**src/rtl/vending_fsm_param.sv**
```systemverilog
// Parametrised vending-machine controller: credit balance, per-item stock, inactivity timeout
// and a greedy change-return sequencer in a single synchronous FSM.
module vending_fsm_param #(
  parameter int unsigned NUM_ITEMS   = 4,
  parameter int unsigned NUM_COINS   = 3,
  parameter int unsigned TOTAL_BITS  = 31,
  parameter int unsigned WAIT_CYCLES = 100,
  parameter int unsigned STOCK_BITS  = 4,
  parameter int unsigned STOCK_INIT  = 10
) (
  input  logic                            clk,
  input  logic                            reset,
  input  logic [NUM_COINS-1:0]            i_input_coin,
  input  logic [NUM_ITEMS-1:0]            i_select_item,
  input  logic                            i_trigger_return,
  input  logic                            i_restock,
  input  logic [NUM_ITEMS*TOTAL_BITS-1:0] item_price,
  input  logic [NUM_COINS*TOTAL_BITS-1:0] coin_value,
  output logic [NUM_ITEMS-1:0]            o_available_item,
  output logic [NUM_ITEMS-1:0]            o_output_item,
  output logic [NUM_COINS-1:0]            o_return_coin,
  output logic [TOTAL_BITS-1:0]           o_balance,
  output logic [NUM_ITEMS-1:0]            o_sold_out,
  output logic                            o_reject,
  output logic                            o_busy
);

  localparam int unsigned TimerBits = $clog2(WAIT_CYCLES + 1);
  localparam int unsigned SumBits   = TOTAL_BITS + NUM_COINS;

  localparam logic [0:0] StIdle   = 1'b0;
  localparam logic [0:0] StReturn = 1'b1;

  localparam logic [TimerBits-1:0]  TimerLoad = TimerBits'(WAIT_CYCLES);
  localparam logic [STOCK_BITS-1:0] StockLoad = STOCK_BITS'(STOCK_INIT);

  logic [0:0]            state_q, state_d;
  logic [TOTAL_BITS-1:0] balance_q, balance_d;
  logic [TimerBits-1:0]  timer_q, timer_d;
  logic [STOCK_BITS-1:0] stock_q [NUM_ITEMS];
  logic [STOCK_BITS-1:0] stock_d [NUM_ITEMS];
  logic [NUM_ITEMS-1:0]  item_q, item_d;
  logic [NUM_COINS-1:0]  coin_q, coin_d;
  logic                  reject_q, reject_d;

  logic [TOTAL_BITS-1:0] price [NUM_ITEMS];
  logic [TOTAL_BITS-1:0] value [NUM_COINS];

  for (genvar gi = 0; gi < NUM_ITEMS; gi++) begin : g_price
    assign price[gi] = item_price[gi*TOTAL_BITS +: TOTAL_BITS];
  end
  for (genvar gj = 0; gj < NUM_COINS; gj++) begin : g_value
    assign value[gj] = coin_value[gj*TOTAL_BITS +: TOTAL_BITS];
  end

  logic [SumBits-1:0]    coin_sum, new_total;
  logic                  coin_any, coin_fits;
  logic [NUM_ITEMS-1:0]  avail_raw, sel_onehot;
  logic                  sel_any, sel_ok;
  logic [TOTAL_BITS-1:0] sel_price;
  logic [NUM_COINS-1:0]  ret_onehot;
  logic [TOTAL_BITS-1:0] ret_value;
  logic                  ret_found;

  always_comb begin
    coin_sum = '0;
    for (int j = 0; j < NUM_COINS; j++) begin
      if (i_input_coin[j]) coin_sum = coin_sum + SumBits'(value[j]);
    end
    new_total = SumBits'(balance_q) + coin_sum;
    coin_any  = |i_input_coin;
    // Overflow of the balance register shows up as any set bit above TOTAL_BITS.
    coin_fits = (new_total[SumBits-1:TOTAL_BITS] == '0);
  end

  always_comb begin
    for (int i = 0; i < NUM_ITEMS; i++) begin
      avail_raw[i] = (price[i] <= balance_q) && (stock_q[i] != '0);
    end
    sel_onehot = i_select_item & (~i_select_item + NUM_ITEMS'(1));
    sel_any    = |i_select_item;
    sel_ok     = |(sel_onehot & avail_raw);
    sel_price  = '0;
    for (int i = 0; i < NUM_ITEMS; i++) begin
      if (sel_onehot[i]) sel_price = price[i];
    end
  end

  // Ascending coin values: the last fitting index is the largest coin.
  always_comb begin
    ret_onehot = '0;
    ret_value  = '0;
    ret_found  = 1'b0;
    for (int j = 0; j < NUM_COINS; j++) begin
      if (value[j] <= balance_q) begin
        ret_onehot = NUM_COINS'(1) << j;
        ret_value  = value[j];
        ret_found  = 1'b1;
      end
    end
  end

  always_comb begin
    state_d   = state_q;
    balance_d = balance_q;
    timer_d   = timer_q;
    stock_d   = stock_q;
    item_d    = '0;
    coin_d    = '0;
    reject_d  = 1'b0;
    unique case (state_q)
      StIdle: begin
        if (balance_q == '0) begin
          timer_d = TimerLoad;
        end else if (timer_q != '0) begin
          timer_d = timer_q - TimerBits'(1);
        end
        if (coin_any) begin
          if (coin_fits) begin
            balance_d = new_total[TOTAL_BITS-1:0];
            timer_d   = TimerLoad;
          end else begin
            reject_d = 1'b1;
          end
        end else if (sel_any) begin
          if (sel_ok) begin
            item_d    = sel_onehot;
            balance_d = balance_q - sel_price;
            timer_d   = TimerLoad;
            for (int i = 0; i < NUM_ITEMS; i++) begin
              if (sel_onehot[i]) stock_d[i] = stock_q[i] - STOCK_BITS'(1);
            end
          end
        end else if ((balance_q != '0) &&
                     (i_trigger_return || (timer_q <= TimerBits'(1)))) begin
          state_d = StReturn;
        end else if (i_restock && !i_trigger_return) begin
          for (int i = 0; i < NUM_ITEMS; i++) stock_d[i] = StockLoad;
        end
      end
      StReturn: begin
        if (ret_found) begin
          coin_d    = ret_onehot;
          balance_d = balance_q - ret_value;
        end else begin
          balance_d = '0;
          timer_d   = TimerLoad;
          state_d   = StIdle;
        end
      end
      default: state_d = StIdle;
    endcase
  end

  always_ff @(posedge clk) begin
    if (reset) begin
      state_q   <= StIdle;
      balance_q <= '0;
      timer_q   <= TimerLoad;
      item_q    <= '0;
      coin_q    <= '0;
      reject_q  <= 1'b0;
      for (int i = 0; i < NUM_ITEMS; i++) stock_q[i] <= StockLoad;
    end else begin
      state_q   <= state_d;
      balance_q <= balance_d;
      timer_q   <= timer_d;
      item_q    <= item_d;
      coin_q    <= coin_d;
      reject_q  <= reject_d;
      for (int i = 0; i < NUM_ITEMS; i++) stock_q[i] <= stock_d[i];
    end
  end

  always_comb begin
    for (int i = 0; i < NUM_ITEMS; i++) o_sold_out[i] = (stock_q[i] == '0);
    o_available_item = (state_q == StIdle) ? avail_raw : '0;
  end

  assign o_output_item = item_q;
  assign o_return_coin = coin_q;
  assign o_balance     = balance_q;
  assign o_reject      = reject_q;
  assign o_busy        = (state_q == StReturn);

endmodule
```
**config.mk**
```make
export PLATFORM = sky130hd
export DESIGN_NAME = vending_fsm_param
export DESIGN_NICKNAME = d
export VERILOG_FILES = /design/src/rtl/vending_fsm_param.sv
export SDC_FILE = /design/constraint.sdc
export NUM_CORES = 1
export LEC_CHECK = 0
export BUFFER_PORTS_ARGS = -buffer_cell sky130_fd_sc_hd__clkbuf_2
export CAP_MARGIN = 40
export CELL_PAD_IN_SITES_DETAIL_PLACEMENT = 1
export CELL_PAD_IN_SITES_GLOBAL_PLACEMENT = 1
export CORE_ASPECT_RATIO = 1.75
export CORE_MARGIN = 2
export CORE_UTILIZATION = 30
export DETAILED_ROUTE_END_ITERATION = 8
export PLACE_DENSITY_LB_ADDON = 0.1
export SETUP_SLACK_MARGIN = 0.05
export SLEW_MARGIN = 40
export SYNTH_ARGS = -nofsm -noshare
export SYNTH_HDL_FRONTEND = slang
export SYNTH_SLANG_ARGS = --single-unit
export TNS_END_PERCENT = 30
```
**constraint.sdc**
```tcl
create_clock -name clk -period 8.6 [get_ports clk]
set_input_delay 0.43 -clock clk [delete_from_list [all_inputs] [get_ports clk]]
set_output_delay 0.43 -clock clk [all_outputs]
set_load 0.05 [all_outputs]
```
==> report_table.html, run 1 <==
<table>
<tr><th>Metric</th><th>Value</th></tr>
<tr><th colspan="2">Status</th></tr>
<tr><td>Run status</td><td>finished, final reports clean</td></tr>
<tr><th colspan="2">Floorplan</th></tr>
<tr><td>Ports</td><td>276</td></tr>
<tr><td>Area inside the core boundary</td><td>between 50,000 and 60,000 um2</td></tr>
<tr><td>Starting Density</td><td>30.38%</td></tr>
<tr><td>Die height</td><td>approximately 330 um</td></tr>
<tr><td>Cell row count</td><td>118</td></tr>
<tr><td>Die boundary width</td><td>~190 um</td></tr>
<tr><td>Area of the die</td><td>62,170 um2</td></tr>
<tr><th colspan="2">Synth</th></tr>
<tr><td>Synthesis-stage register bit count</td><td>63</td></tr>
<tr><td>Post-synth top area cell</td><td>ha_1</td></tr>
<tr><td>Mean post-synth cell area</td><td>between 7 and 8 um2</td></tr>
<tr><td>Main area contributors after synthesis</td><td>ha_1 26%, a21oi_1 7.0%, dfxtp_1 7.0%</td></tr>
<tr><td>Most used flip-flop cell after synthesis</td><td>dfxtp_1</td></tr>
<tr><td>Post-synthesis instance area</td><td>18,030 um2</td></tr>
<tr><td>FFs w/ async S/R, synth</td><td>0%</td></tr>
<tr><td>Portion of synthesized cell area occupied by the leading cell type</td><td>between 20% and 30%</td></tr>
<tr><td>Warnings from Yosys</td><td>0</td></tr>
<tr><td>Cell types with the highest counts after synthesis</td><td>371 x ha_1, 254 x a21oi_1, 212 x nand2_1</td></tr>
<tr><td>Number of distinct library cells after synthesis</td><td>99</td></tr>
<tr><td>Number of instances in the synthesized netlist</td><td>2,422</td></tr>
<tr><td>Leading cell type by number of instances after synthesis</td><td>ha_1</td></tr>
<tr><td>Count of flip-flops with a built-in enable after synthesis</td><td>0</td></tr>
<tr><td>Synthesized Nets</td><td>slightly above 3k</td></tr>
<tr><td>Sequential-to-total area share from yosys stat</td><td>6.994%</td></tr>
<tr><th colspan="2">STA</th></tr>
<tr><td>Final critical-path share of the clock period</td><td>between 90% and 100%</td></tr>
<tr><td>RSZ-0062 raised after global routing</td><td>no</td></tr>
<tr><td>Final slew viol count</td><td>0</td></tr>
<tr><td>Final hold violations</td><td>0</td></tr>
<tr><td>Tightest Pin Transition</td><td>0.8962 ns</td></tr>
<tr><td>Final critical-path required period</td><td>~8.0 ns</td></tr>
<tr><td>Final setup TNS</td><td>0 ns</td></tr>
<tr><td>Maximum clock frequency</td><td>124.3 MHz</td></tr>
<tr><td>Final Skew</td><td>0.01121 ns</td></tr>
<tr><td>Slew Limit Headroom</td><td>39.79%</td></tr>
<tr><td>Final setup fails</td><td>0</td></tr>
<tr><th colspan="2">Clocking</th></tr>
<tr><td>Number of sinks on the clock net</td><td>63</td></tr>
<tr><td># hold bufs at CTS</td><td>0</td></tr>
<tr><td>Post-CTS clock slew at the launch and capture registers of the worst setup and hold paths</td><td>~0.070 ns</td></tr>
<tr><td>CTS root buffer</td><td>clkbuf_16</td></tr>
<tr><td>Post-CTS Resized</td><td>0</td></tr>
<tr><td>H-tree depth</td><td>3</td></tr>
<tr><td>TritonCTS clock tree</td><td>yes</td></tr>
<tr><td>Maximum clock insertion buffer count</td><td>2</td></tr>
<tr><td>Post-CTS setup buffer count</td><td>0</td></tr>
<tr><td>Later-pin clock latency in the skew report</td><td>0.37 ns</td></tr>
<tr><td>Inserted Clock Buffers</td><td>9</td></tr>
<tr><th colspan="2">Final layout</th></tr>
<tr><td>Relative area change from synthesis to final layout</td><td>16.76%</td></tr>
<tr><td>Fin nets</td><td>3,313</td></tr>
<tr><td>Number of diodes added for antenna fixing</td><td>0</td></tr>
<tr><td>Final std cell area, no fill</td><td>21,060 um2</td></tr>
<tr><td>Number of cells in the finished layout apart from fillers</td><td>3,494</td></tr>
<tr><td>Total of fill cells in the finished design</td><td>7,463</td></tr>
<tr><td>Final Util</td><td>~35%</td></tr>
<tr><td>Share of cells above drive strength 1</td><td>between 10% and 20%</td></tr>
<tr><th colspan="2">Detailed routing</th></tr>
<tr><td>Number of vias in the routed layout</td><td>between 20k and 25k</td></tr>
<tr><td>Total iterations of the first detailed-routing run</td><td>5</td></tr>
<tr><td>Max layer used</td><td>met4</td></tr>
<tr><td>Post-DR wirelength/cell</td><td>25.04 um</td></tr>
<tr><td>Wire length on met1</td><td>between 30,000 and 40,000 um</td></tr>
<tr><td>Average vias per placed instance</td><td>a little under 6</td></tr>
<tr><td>Violation count after the first detailed-routing iteration</td><td>722</td></tr>
<tr><td>Final antenna-violating net count</td><td>0</td></tr>
<tr><td>Total DRC errors in the routed layout</td><td>0</td></tr>
<tr><td>Met2 Routed Length</td><td>45,260 um</td></tr>
<tr><td>Sum of met3 wire segment lengths after detailed routing</td><td>2619 um</td></tr>
<tr><td>Routed wire length</td><td>87,490 um</td></tr>
<tr><th colspan="2">Flow run</th></tr>
<tr><td># Max-Cap Violations</td><td>0</td></tr>
<tr><th colspan="2">Global routing</th></tr>
<tr><td>Number of global-route vias before repair</td><td>22.21k</td></tr>
<tr><td>Maximum number of pins on one net before global-route repair</td><td>70</td></tr>
<tr><td>Initial antenna violation count</td><td>0</td></tr>
<tr><td>Overall routing resource usage</td><td>27.71%</td></tr>
<tr><td>Total overflow reported by the global router</td><td>0</td></tr>
<tr><td>Wire length of the first global-routing pass</td><td>131,200 um</td></tr>
<tr><th colspan="2">Power and ir drop</th></tr>
<tr><td>P per Cell Area</td><td>between 300 and 400 nW/um2</td></tr>
<tr><td>Max IR drop VDD</td><td>0.1284 mV</td></tr>
<tr><td>Leak pwr</td><td>9.815 nW</td></tr>
<tr><td>Total Power</td><td>0.006384 W</td></tr>
<tr><th colspan="2">Setup path</th></tr>
<tr><td>Most numerous cell on the critical path</td><td>a21oi_1</td></tr>
<tr><td>Worst stage delay on the critical path</td><td>0.49 ns</td></tr>
<tr><td>Worst Path Required</td><td>8.88 ns</td></tr>
<tr><td>Sort of element at the start of the critical path</td><td>input pin</td></tr>
<tr><td>Largest driver fanout on the critical path</td><td>15</td></tr>
<tr><td>Cell type of the slowest stage on the worst timing path</td><td>a22oi_1</td></tr>
<tr><td>CP Capture Type</td><td>register</td></tr>
<tr><td>Worst Path Arrival</td><td>8.32 ns</td></tr>
<tr><td>Category of the critical setup timing path</td><td>input pin to register</td></tr>
<tr><th colspan="2">Place</th></tr>
<tr><td>Port Buf Inserts</td><td>275</td></tr>
<tr><td>Post-place instance area</td><td>20,740 um2</td></tr>
<tr><td>Routability congestion estimate</td><td>approximately 0.9</td></tr>
<tr><td>Number of placed instances with taps included</td><td>3,478</td></tr>
<tr><td>Placed wire-length estimate</td><td>76,150 um</td></tr>
<tr><th colspan="2">Min path</th></tr>
<tr><td>HP Class</td><td>input pin to register</td></tr>
</table>
## per-layer routing
layer / vias to the layer above / GRT usage (%)
met5: - / 0
met1: 9989 / 30.58
met3: 152 / 2.027
met2: 512 / 52.42
li1: 9815 / -
met4: 0 / 14.44
## sequential cells by signal, summed over array words and instances (netlist names)
register,cells
timer_q,7
o_output_item,4
stock_q,16
o_return_coin,3
o_balance,31
o_reject,1
o_busy,1
## report_power, final
group          switching, W  internal [W]  total (W)
clock network      0.000158      0.000247   0.000406
logic               0.00331       0.00212    0.00543
registers          0.000192      0.000361   0.000553
## critical path: cells and delay by family
| kind | cells | cell delay (ns) |
|---|---|---|
| buffers and inverters | 5 | 0.75 |
| XOR/XNOR | 2 | 0.22 |
| adder cells (fa/ha/maj) | 5 | 1.43 |
| AO/OA/AOI/OAI | 19 | 4.09 |
| multiplexers | 1 | 0.30 |
| AND/OR/NAND/NOR | 5 | 1.06 |
## logic make-up (layout without fill, tap and decap cells)
family | after synthesis | in the layout | synth area share, %
AO/OA/AOI/OAI | 894 | 894 | 33.49
AND/OR/NAND/NOR | 718 | 718 | 19.61
adder cells (fa/ha/maj) | 377 | 377 | 26.35
buffers and inverters | 185 | 477 | 4.128
XOR/XNOR | 146 | 146 | 7.091
flip-flops | 63 | 63 | 6.994
multiplexers | 39 | 39 | 2.331
## per-stage QoR
stage / setup WS (ns) / hold slack, ns
after floorplan: 1.106 / 0.4605
after global placement: 0.4397 / 0.4775
after detailed placement: 0.2027 / 0.4800
after CTS: 0.5826 / 0.4329
after global routing: 0.05770 / 0.4571
final: 0.5581 / 0.4411
## layout make-up
cell class                      count  area, um2  area share, %
Multi-Input combinational cell   2174      16120          76.53
Timing Repair Buffer              350       1977          9.389
Sequential cell                    63       1261          5.990
Tap cell                          780      975.9          4.635
Inverter                          111      416.7          1.979
Clock buffer                       13      270.3          1.284
Clock inverter                      3      40.04         0.1901
## placed cells by master, fill, tap and decap left out, types with 62 or more instances in the layout
cell type,n
a21oi_1,249
inv_1,110
a22oi_1,62
nand2_1,212
buf_4,72
nor2_1,178
xnor2_1,85
a21o_1,92
clkbuf_2,275
dfxtp_1,63
o21ai_0,143
ha_1,371
## worst paths after layout
check                         from          endpoint  slack, ns  depth (start not counted)
setup / recovery   i_input_coin[0]      o_balance[2]       0.56                         37
hold / removal    i_select_item[2]  o_output_item[2]       0.44                          3
setup reg to reg     o_balance[23]     o_balance[24]       1.18                         25
hold reg to reg        stock_q[15]       stock_q[15]       0.50                          2
Note: power is estimated with default switching activity, not from simulation.
==> run 2, diff against run 1 <==
--- a/config.mk
+++ b/config.mk
@@ -5,14 +5,13 @@
 export SDC_FILE = /design/constraint.sdc
 export NUM_CORES = 1
 export LEC_CHECK = 0
-export BUFFER_PORTS_ARGS = -buffer_cell sky130_fd_sc_hd__clkbuf_2
+export BUFFER_PORTS_ARGS = -buffer_cell sky130_fd_sc_hd__buf_2
 export CAP_MARGIN = 40
-export CELL_PAD_IN_SITES_DETAIL_PLACEMENT = 1
-export CELL_PAD_IN_SITES_GLOBAL_PLACEMENT = 1
 export CORE_ASPECT_RATIO = 1.75
 export CORE_MARGIN = 2
 export CORE_UTILIZATION = 30
 export DETAILED_ROUTE_END_ITERATION = 8
+export HOLD_SLACK_MARGIN = 0.05
 export PLACE_DENSITY_LB_ADDON = 0.1
 export SETUP_SLACK_MARGIN = 0.05
 export SLEW_MARGIN = 40
==> run 2 against run 1 <==
Maximum frequency is 1.4% higher. Die area unchanged. Clock skew grew 0.0016 ns. Largest cell class unchanged. Register-to-register slack worse by 0.06 ns. Combinational power is 3% lower. Utilization is 0.31 points lower. Setup slack improved by 0.11 ns.
==> report_table.html, run 2 (synthesis gave the netlist of run 1 again) <==
<table>
<tr><th>Metric</th><th>Value</th></tr>
<tr><th colspan="2">Status</th></tr>
<tr><td>Run status</td><td>finished, final reports clean</td></tr>
<tr><th colspan="2">Detailed routing</th></tr>
<tr><td>Max layer used</td><td>met4</td></tr>
<tr><td>Final antenna-violating net count</td><td>0</td></tr>
<tr><td>Number of vias in the routed layout</td><td>20.08k</td></tr>
<tr><td>Wire length on met1</td><td>33,150 um</td></tr>
<tr><td>Violation count after the first detailed-routing iteration</td><td>1,108</td></tr>
<tr><td>Met2 Routed Length</td><td>42,100 um</td></tr>
<tr><td>Post-DR wirelength/cell</td><td>23.56 um</td></tr>
<tr><td>Average vias per placed instance</td><td>5.773</td></tr>
<tr><td>Routed wire length</td><td>81,980 um</td></tr>
<tr><td>Total iterations of the first detailed-routing run</td><td>5</td></tr>
<tr><td>Total DRC errors in the routed layout</td><td>0</td></tr>
<tr><td>Sum of met3 wire segment lengths after detailed routing</td><td>just over 3000 um</td></tr>
<tr><th colspan="2">Setup path</th></tr>
<tr><td>Largest driver fanout on the critical path</td><td>13</td></tr>
<tr><td>Worst Path Required</td><td>8.84 ns</td></tr>
<tr><td>Sort of element at the start of the critical path</td><td>input pin</td></tr>
<tr><td>Worst Path Arrival</td><td>between 8 and 9 ns</td></tr>
<tr><td>Most numerous cell on the critical path</td><td>a21oi_1</td></tr>
<tr><td>Cell type of the slowest stage on the worst timing path</td><td>o41ai_1</td></tr>
<tr><td>Category of the critical setup timing path</td><td>input pin to register</td></tr>
<tr><td>CP Capture Type</td><td>register</td></tr>
<tr><td>Worst stage delay on the critical path</td><td>0.49 ns</td></tr>
<tr><th colspan="2">Clocking</th></tr>
<tr><td>CTS root buffer</td><td>clkbuf_16</td></tr>
<tr><td>Number of sinks on the clock net</td><td>63</td></tr>
<tr><td>Later-pin clock latency in the skew report</td><td>0.36 ns</td></tr>
<tr><td>Maximum clock insertion buffer count</td><td>2</td></tr>
<tr><td>Post-CTS Resized</td><td>0</td></tr>
<tr><td>TritonCTS clock tree</td><td>yes</td></tr>
<tr><td># hold bufs at CTS</td><td>0</td></tr>
<tr><td>Inserted Clock Buffers</td><td>9</td></tr>
<tr><td>Post-CTS clock slew at the launch and capture registers of the worst setup and hold paths</td><td>0.07 ns</td></tr>
<tr><td>H-tree depth</td><td>3</td></tr>
<tr><th colspan="2">Floorplan</th></tr>
<tr><td>Area inside the core boundary</td><td>59,350 um2</td></tr>
<tr><td>Die height</td><td>328.3 um</td></tr>
<tr><td>Die boundary width</td><td>189.3 um</td></tr>
<tr><td>Cell row count</td><td>118</td></tr>
<tr><td>Starting Density</td><td>slightly above 30%</td></tr>
<tr><td>Area of the die</td><td>62,170 um2</td></tr>
<tr><td>Ports</td><td>~280</td></tr>
<tr><th colspan="2">Power and ir drop</th></tr>
<tr><td>Switching fraction of total power</td><td>57.80%</td></tr>
<tr><td>Clock share of power</td><td>between 5 and 6%</td></tr>
<tr><td>Leak pwr</td><td>9.686 nW</td></tr>
<tr><td>Power share of the sequential group</td><td>8.6%</td></tr>
<tr><td>Internal Power</td><td>roughly 0.0026 W</td></tr>
<tr><td>Reported net switching power</td><td>about 0.0035 W</td></tr>
<tr><td>Max IR drop VDD</td><td>0.1247 mV</td></tr>
<tr><td>P per Cell Area</td><td>294.1 nW/um2</td></tr>
<tr><td>Part of the total power dissipated in combinational logic</td><td>85.7%</td></tr>
<tr><th colspan="2">Global routing</th></tr>
<tr><td>Initial antenna violation count</td><td>1</td></tr>
<tr><td>Wire length of the first global-routing pass</td><td>122,000 um</td></tr>
<tr><td>Maximum number of pins on one net before global-route repair</td><td>69</td></tr>
<tr><td>Overall routing resource usage</td><td>between 20% and 30%</td></tr>
<tr><td>Total overflow reported by the global router</td><td>0</td></tr>
<tr><td>Number of global-route vias before repair</td><td>around 21k</td></tr>
<tr><th colspan="2">Place</th></tr>
<tr><td>Number of placed instances with taps included</td><td>3,462</td></tr>
<tr><td>Routability congestion estimate</td><td>0.9260</td></tr>
<tr><td>Placed wire-length estimate</td><td>71,030 um</td></tr>
<tr><td>Post-place instance area</td><td>approximately 21,000 um2</td></tr>
<tr><td>Port Buf Inserts</td><td>275</td></tr>
<tr><th colspan="2">Final layout</th></tr>
<tr><td>Share of cells above drive strength 1</td><td>16.38%</td></tr>
<tr><td>Fin nets</td><td>about 3.3k</td></tr>
<tr><td>Most frequent cells in the layout</td><td>371 x ha_1, 275 x buf_2, 251 x a21oi_1, 212 x nand2_1, 178 x nor2_1</td></tr>
<tr><td>Final std cell area, no fill</td><td>between 20,000 and 25,000 um2</td></tr>
<tr><td>Number of diodes added for antenna fixing</td><td>0</td></tr>
<tr><td>Number of cells in the finished layout apart from fillers</td><td>about 3.5k</td></tr>
<tr><td>Most common library cell in the layout ignoring fill and taps</td><td>ha_1</td></tr>
<tr><td>Relative area change from synthesis to final layout</td><td>15.75%</td></tr>
<tr><td>Number of flip-flops in the largest register</td><td>31</td></tr>
<tr><td>Total of fill cells in the finished design</td><td>6,526</td></tr>
<tr><th colspan="2">STA</th></tr>
<tr><td>Final Skew</td><td>roughly 0.013 ns</td></tr>
<tr><td>Final critical-path share of the clock period</td><td>between 90 and 100%</td></tr>
<tr><td>Maximum clock frequency</td><td>126.2 MHz</td></tr>
<tr><td>Slew Limit Headroom</td><td>40.46%</td></tr>
<tr><td>Final slew viol count</td><td>0</td></tr>
<tr><td>Final critical-path required period</td><td>about 7.9 ns</td></tr>
<tr><td>Tightest Pin Transition</td><td>0.8838 ns</td></tr>
<tr><td>RSZ-0062 raised after global routing</td><td>no</td></tr>
<tr><td>Final setup fails</td><td>0</td></tr>
<tr><td>Final setup TNS</td><td>0 ns</td></tr>
<tr><td>Final hold violations</td><td>0</td></tr>
<tr><th colspan="2">Min path</th></tr>
<tr><td>HP Class</td><td>input pin to register</td></tr>
<tr><th colspan="2">Flow run</th></tr>
<tr><td># Max-Cap Violations</td><td>0</td></tr>
</table>
[run 2: cell count changes in the layout (fill, tap and decap cells not counted), sizes merged]
cell	previous run	this run
buf	75	336
bufinv	1	0
clkbuf	288	9
clkinv	3	5
clkinvlp	0	2
[run 2: timing repair]
| action | CTS | global route |
|---|---|---|
| buffers inserted | 0 | 1 |
| endpoints found under the hold margin | 0 | 0 |
| endpoints found under the setup margin | 0 | 16 |
[run 2: critical path: cells and delay by family]
family / cells / cell delay, ns
AOI/OAI and AO/OA: 21 / 4.41
and+or+nand+nor: 9 / 1.59
adders and majority gates: 3 / 0.95
buffers and inverters: 3 / 0.47
xor gates and xnor gates: 2 / 0.30
[run 2: final timing paths]
check	to	cells after the start	slack, ns	startpoint
worst max-delay path	timer_q[6]	38	0.67	i_input_coin[0]
worst min-delay path	o_output_item[2]	3	0.43	i_select_item[2]
worst max register to register	o_balance[24]	25	1.12	o_balance[25]
worst min register to register	timer_q[4]	2	0.50	timer_q[4]
[run 2: power by group through the flow]
stage | registers, W | logic, W | clock network, W
2_1_floorplan | 0.000663 | 0.00344 | 0
3_3_place_gp | 0.000529 | 0.00515 | 0
3_5_place_dp | 0.000530 | 0.00519 | 0
4_1_cts | 0.000523 | 0.00522 | 0.000358
5_1_grt | 0.000536 | 0.00580 | 0.000368
6_report | 0.000525 | 0.00526 | 0.000353
[run 2: layout make-up]
cell class                 count  area (um2)  area share (%)
clock buffer                   9       225.2           1.079
sequential                    63        1261           6.042
inverter                     111       416.7           1.996
timing repair buffer         336        1867           8.943
clock inverter                 6       38.79          0.1858
multi-input combinational   2174       16090           77.08
tap                          780       975.9           4.675
[run 2: per-layer routing]
layer | track usage (%) | vias to the layer above
met5 | 0 | -
met4 | 10.67 | 0
met3 | 2.027 | 121
met2 | 49.12 | 615
met1 | 29.45 | 9518
li1 | - | 9829
[run 2: through the flow]
step	total power, W	utilization (%)	worst slack, ns	hold WS (ns)
finish	0.006138	35.17	0.6729	0.4297
global route	0.006708	35.17	0.07580	0.4634
CTS	0.006103	35.09	0.6401	0.4229
detailed placement	0.005717	34.64	0.2984	0.4895
global placement	0.005676	34.62	0.4140	0.4794
floorplan	0.004106	-	1.106	0.4605
==> run 3, diff against run 2 <==
--- a/config.mk
+++ b/config.mk
@@ -11,9 +11,9 @@
 export CORE_MARGIN = 2
 export CORE_UTILIZATION = 30
 export DETAILED_ROUTE_END_ITERATION = 8
-export HOLD_SLACK_MARGIN = 0.05
+export HOLD_SLACK_MARGIN = 0.02
 export PLACE_DENSITY_LB_ADDON = 0.1
-export SETUP_SLACK_MARGIN = 0.05
+export SETUP_SLACK_MARGIN = 0.5
 export SLEW_MARGIN = 40
 export SYNTH_ARGS = -nofsm -noshare
 export SYNTH_HDL_FRONTEND = slang
==> constraint.sdc (replaced) <==
create_clock -name clk -period 9.7 [get_ports clk]
set_input_delay 0.485 -clock clk [delete_from_list [all_inputs] [get_ports clk]]
set_output_delay 0.485 -clock clk [all_outputs]
set_load 0.05 [all_outputs]
==> run 3 against run 2 <==
Combinational power fell by 14%. Via count fell by 0.28%. Critical path depth did not move. Setup slack improved by 0.48 ns. Sequential share of layout area rose by 0.052 points. Cell count fell by 0.92%. Die area did not move. Sequential power fell by 8.0%. Total power fell by 12%. Largest power group unchanged.
==> report_table.html, run 3 (synthesis gave the netlist of run 1 again) <==
<table>
<tr><th>Metric</th><th>Value</th></tr>
<tr><th colspan="2">Status</th></tr>
<tr><td>Run status</td><td>finished, final reports clean</td></tr>
<tr><th colspan="2">Setup path</th></tr>
<tr><td>Worst Path Required</td><td>roughly 10 ns</td></tr>
<tr><td>Sort of element at the start of the critical path</td><td>input pin</td></tr>
<tr><td>Most numerous cell on the critical path</td><td>a21oi_1</td></tr>
<tr><td>Category of the critical setup timing path</td><td>input pin to register</td></tr>
<tr><td>Worst stage delay on the critical path</td><td>about 0.5 ns</td></tr>
<tr><td>Flop-to-flop setup slack</td><td>2.12 ns</td></tr>
<tr><td>Origin of the worst setup path</td><td>i_input_coin[0]</td></tr>
<tr><td>CP Capture Type</td><td>register</td></tr>
<tr><td>Cell type of the slowest stage on the worst timing path</td><td>nor2_4</td></tr>
<tr><td>Worst R2R Start</td><td>o_balance[14]</td></tr>
<tr><td>CP bufs+invs</td><td>4</td></tr>
<tr><td>Kind of cell adding the most delay to the critical path</td><td>compound AO/OA/AOI/OAI gates</td></tr>
<tr><td>Worst Path Arrival</td><td>8.86 ns</td></tr>
<tr><td>Largest driver fanout on the critical path</td><td>27</td></tr>
<tr><th colspan="2">Clocking</th></tr>
<tr><td>Inserted Clock Buffers</td><td>9</td></tr>
<tr><td>Later-pin clock latency in the skew report</td><td>0.37 ns</td></tr>
<tr><td>Post-CTS setup buffer count</td><td>0</td></tr>
<tr><td>Maximum clock insertion buffer count</td><td>2</td></tr>
<tr><td>Number of sinks on the clock net</td><td>63</td></tr>
<tr><td>CTS root buffer</td><td>clkbuf_16</td></tr>
<tr><td>TritonCTS clock tree</td><td>yes</td></tr>
<tr><td>H-tree depth</td><td>3</td></tr>
<tr><td>Post-CTS Resized</td><td>0</td></tr>
<tr><td># hold bufs at CTS</td><td>0</td></tr>
<tr><td>Post-CTS clock slew at the launch and capture registers of the worst setup and hold paths</td><td>0.07 ns</td></tr>
<tr><th colspan="2">Global routing</th></tr>
<tr><td>Total overflow reported by the global router</td><td>0</td></tr>
<tr><td>Overall routing resource usage</td><td>25.89%</td></tr>
<tr><td>Number of global-route vias before repair</td><td>between 20k and 25k</td></tr>
<tr><td>Wire length of the first global-routing pass</td><td>approximately 120,000 um</td></tr>
<tr><td>Initial antenna violation count</td><td>0</td></tr>
<tr><td>Maximum number of pins on one net before global-route repair</td><td>70</td></tr>
<tr><th colspan="2">Floorplan</th></tr>
<tr><td>Cell row count</td><td>118</td></tr>
<tr><td>Area of the die</td><td>slightly above 60,000 um2</td></tr>
<tr><td>Area inside the core boundary</td><td>59,350 um2</td></tr>
<tr><td>Die boundary width</td><td>~190 um</td></tr>
<tr><td>Starting Density</td><td>between 30 and 40%</td></tr>
<tr><td>Die height</td><td>328.3 um</td></tr>
<tr><td>Ports</td><td>about 280</td></tr>
<tr><th colspan="2">Detailed routing</th></tr>
<tr><td>Number of vias in the routed layout</td><td>approximately 20k</td></tr>
<tr><td>Routed wire length</td><td>just over 80,000 um</td></tr>
<tr><td>Violation count after the first detailed-routing iteration</td><td>978</td></tr>
<tr><td>Total iterations of the first detailed-routing run</td><td>5</td></tr>
<tr><td>Total DRC errors in the routed layout</td><td>0</td></tr>
<tr><td>Average vias per placed instance</td><td>5.810</td></tr>
<tr><td>Final antenna-violating net count</td><td>0</td></tr>
<tr><td>Post-DR wirelength/cell</td><td>23.87 um</td></tr>
<tr><th colspan="2">Power and ir drop</th></tr>
<tr><td>Total Power</td><td>between 0.005 and 0.006 W</td></tr>
<tr><td>Power share of the sequential group</td><td>8.9%</td></tr>
<tr><td>Switching fraction of total power</td><td>57.54%</td></tr>
<tr><td>Reported net switching power</td><td>0.003120 W</td></tr>
<tr><td>Internal Power</td><td>0.002302 W</td></tr>
<tr><td>Clock share of power</td><td>7.5%</td></tr>
<tr><td>Leak pwr</td><td>9.565 nW</td></tr>
<tr><td>P per Cell Area</td><td>262.0 nW/um2</td></tr>
<tr><td>Max IR drop VDD</td><td>about 0.11 mV</td></tr>
<tr><td>Part of the total power dissipated in combinational logic</td><td>83.6%</td></tr>
<tr><th colspan="2">Final layout</th></tr>
<tr><td>Fin nets</td><td>3,266</td></tr>
<tr><td>Most common library cell in the layout ignoring fill and taps</td><td>ha_1</td></tr>
<tr><td>Most frequent cells in the layout</td><td>371 x ha_1, 274 x buf_2, 250 x a21oi_1, 212 x nand2_1, 178 x nor2_1</td></tr>
<tr><td>Total of fill cells in the finished design</td><td>about 6.5k</td></tr>
<tr><td>Number of flip-flops in the largest register</td><td>31</td></tr>
<tr><td>Share of cells above drive strength 1</td><td>15.45%</td></tr>
<tr><td>Number of diodes added for antenna fixing</td><td>0</td></tr>
<tr><td>Relative area change from synthesis to final layout</td><td>14.76%</td></tr>
<tr><th colspan="2">STA</th></tr>
<tr><td>Tightest Pin Transition</td><td>0.9124 ns</td></tr>
<tr><td>Final hold violations</td><td>0</td></tr>
<tr><td>Slew Limit Headroom</td><td>38.53%</td></tr>
<tr><td>RSZ-0062 raised after global routing</td><td>no</td></tr>
<tr><td>Final setup fails</td><td>0</td></tr>
<tr><td>Final slew viol count</td><td>0</td></tr>
<tr><td>Final Skew</td><td>around 0.012 ns</td></tr>
<tr><td>Maximum clock frequency</td><td>~120 MHz</td></tr>
<tr><td>Final setup TNS</td><td>0 ns</td></tr>
<tr><td>Final critical-path required period</td><td>8.547 ns</td></tr>
<tr><td>Final critical-path share of the clock period</td><td>88.12%</td></tr>
<tr><th colspan="2">Place</th></tr>
<tr><td>Port Buf Inserts</td><td>275</td></tr>
<tr><td>Placed wire-length estimate</td><td>70,720 um</td></tr>
<tr><td>Routability congestion estimate</td><td>0.9431</td></tr>
<tr><th colspan="2">Min path</th></tr>
<tr><td>HP Class</td><td>input pin to register</td></tr>
<tr><td>Hold_sp</td><td>i_select_item[2]</td></tr>
<tr><th colspan="2">Flow run</th></tr>
<tr><td># Max-Cap Violations</td><td>0</td></tr>
</table>
-- run 3: area by class of cell --
type / count / area [um2] / share of cell area, %
multi-input combinational: 2174 / 16100 / 77.78
timing repair buffer: 303 / 1589 / 7.678
sequential: 63 / 1261 / 6.094
tap: 780 / 975.9 / 4.716
inverter: 111 / 416.7 / 2.013
clock buffer: 10 / 239.0 / 1.155
clock inverter: 6 / 116.4 / 0.5622
-- run 3: worst min-delay path: stages --
cell and delay (ns):
buf_2 0.18, nand2_1 0.10, nor2_1 0.05
-- run 3: path summary, 6_finish.rpt --
kind,end,cells past startpoint
worst max-delay path,o_balance[20],38
worst min register to register,timer_q[6],1
worst min-delay path,o_output_item[2],3
worst max register to register,o_balance[30],23
-- run 3: through the flow --
| step | area (um2) | util (%) | setup slack (ns) | std cells | hold WS, ns |
|---|---|---|---|---|---|
| 2_1_floorplan | 18030 | - | 2.151 | 2422 | 0.4605 |
| 3_3_place_gp | 20320 | 34.23 | 0.9447 | 3431 | 0.4776 |
| 3_5_place_dp | 20330 | 34.25 | 0.8233 | 3431 | 0.4834 |
| 4_1_cts | 20680 | 34.85 | 1.183 | 3447 | 0.4780 |
| 5_1_grt | 20700 | 34.87 | 0.5374 | 3447 | 0.4936 |
| 6_report | 20700 | 34.87 | 1.153 | 3447 | 0.4884 |
-- run 3: power by group through the flow --
stage / Combinational (W) / Clock (W) / Sequential, W
floorplan: 0.00305 / 0 / 0.000588
global placement: 0.00446 / 0 / 0.000487
detailed placement: 0.00449 / 0 / 0.000486
CTS: 0.00452 / 0.000414 / 0.000481
global route: 0.00502 / 0.000419 / 0.000492
finish: 0.00453 / 0.000408 / 0.000483
-- run 3: metal layers --
layer	track usage [%]	share of wire (%)
met1	29.68	40
met2	48.57	51
met3	2.369	3.9
met4	10.77	4.3
met5	0	0
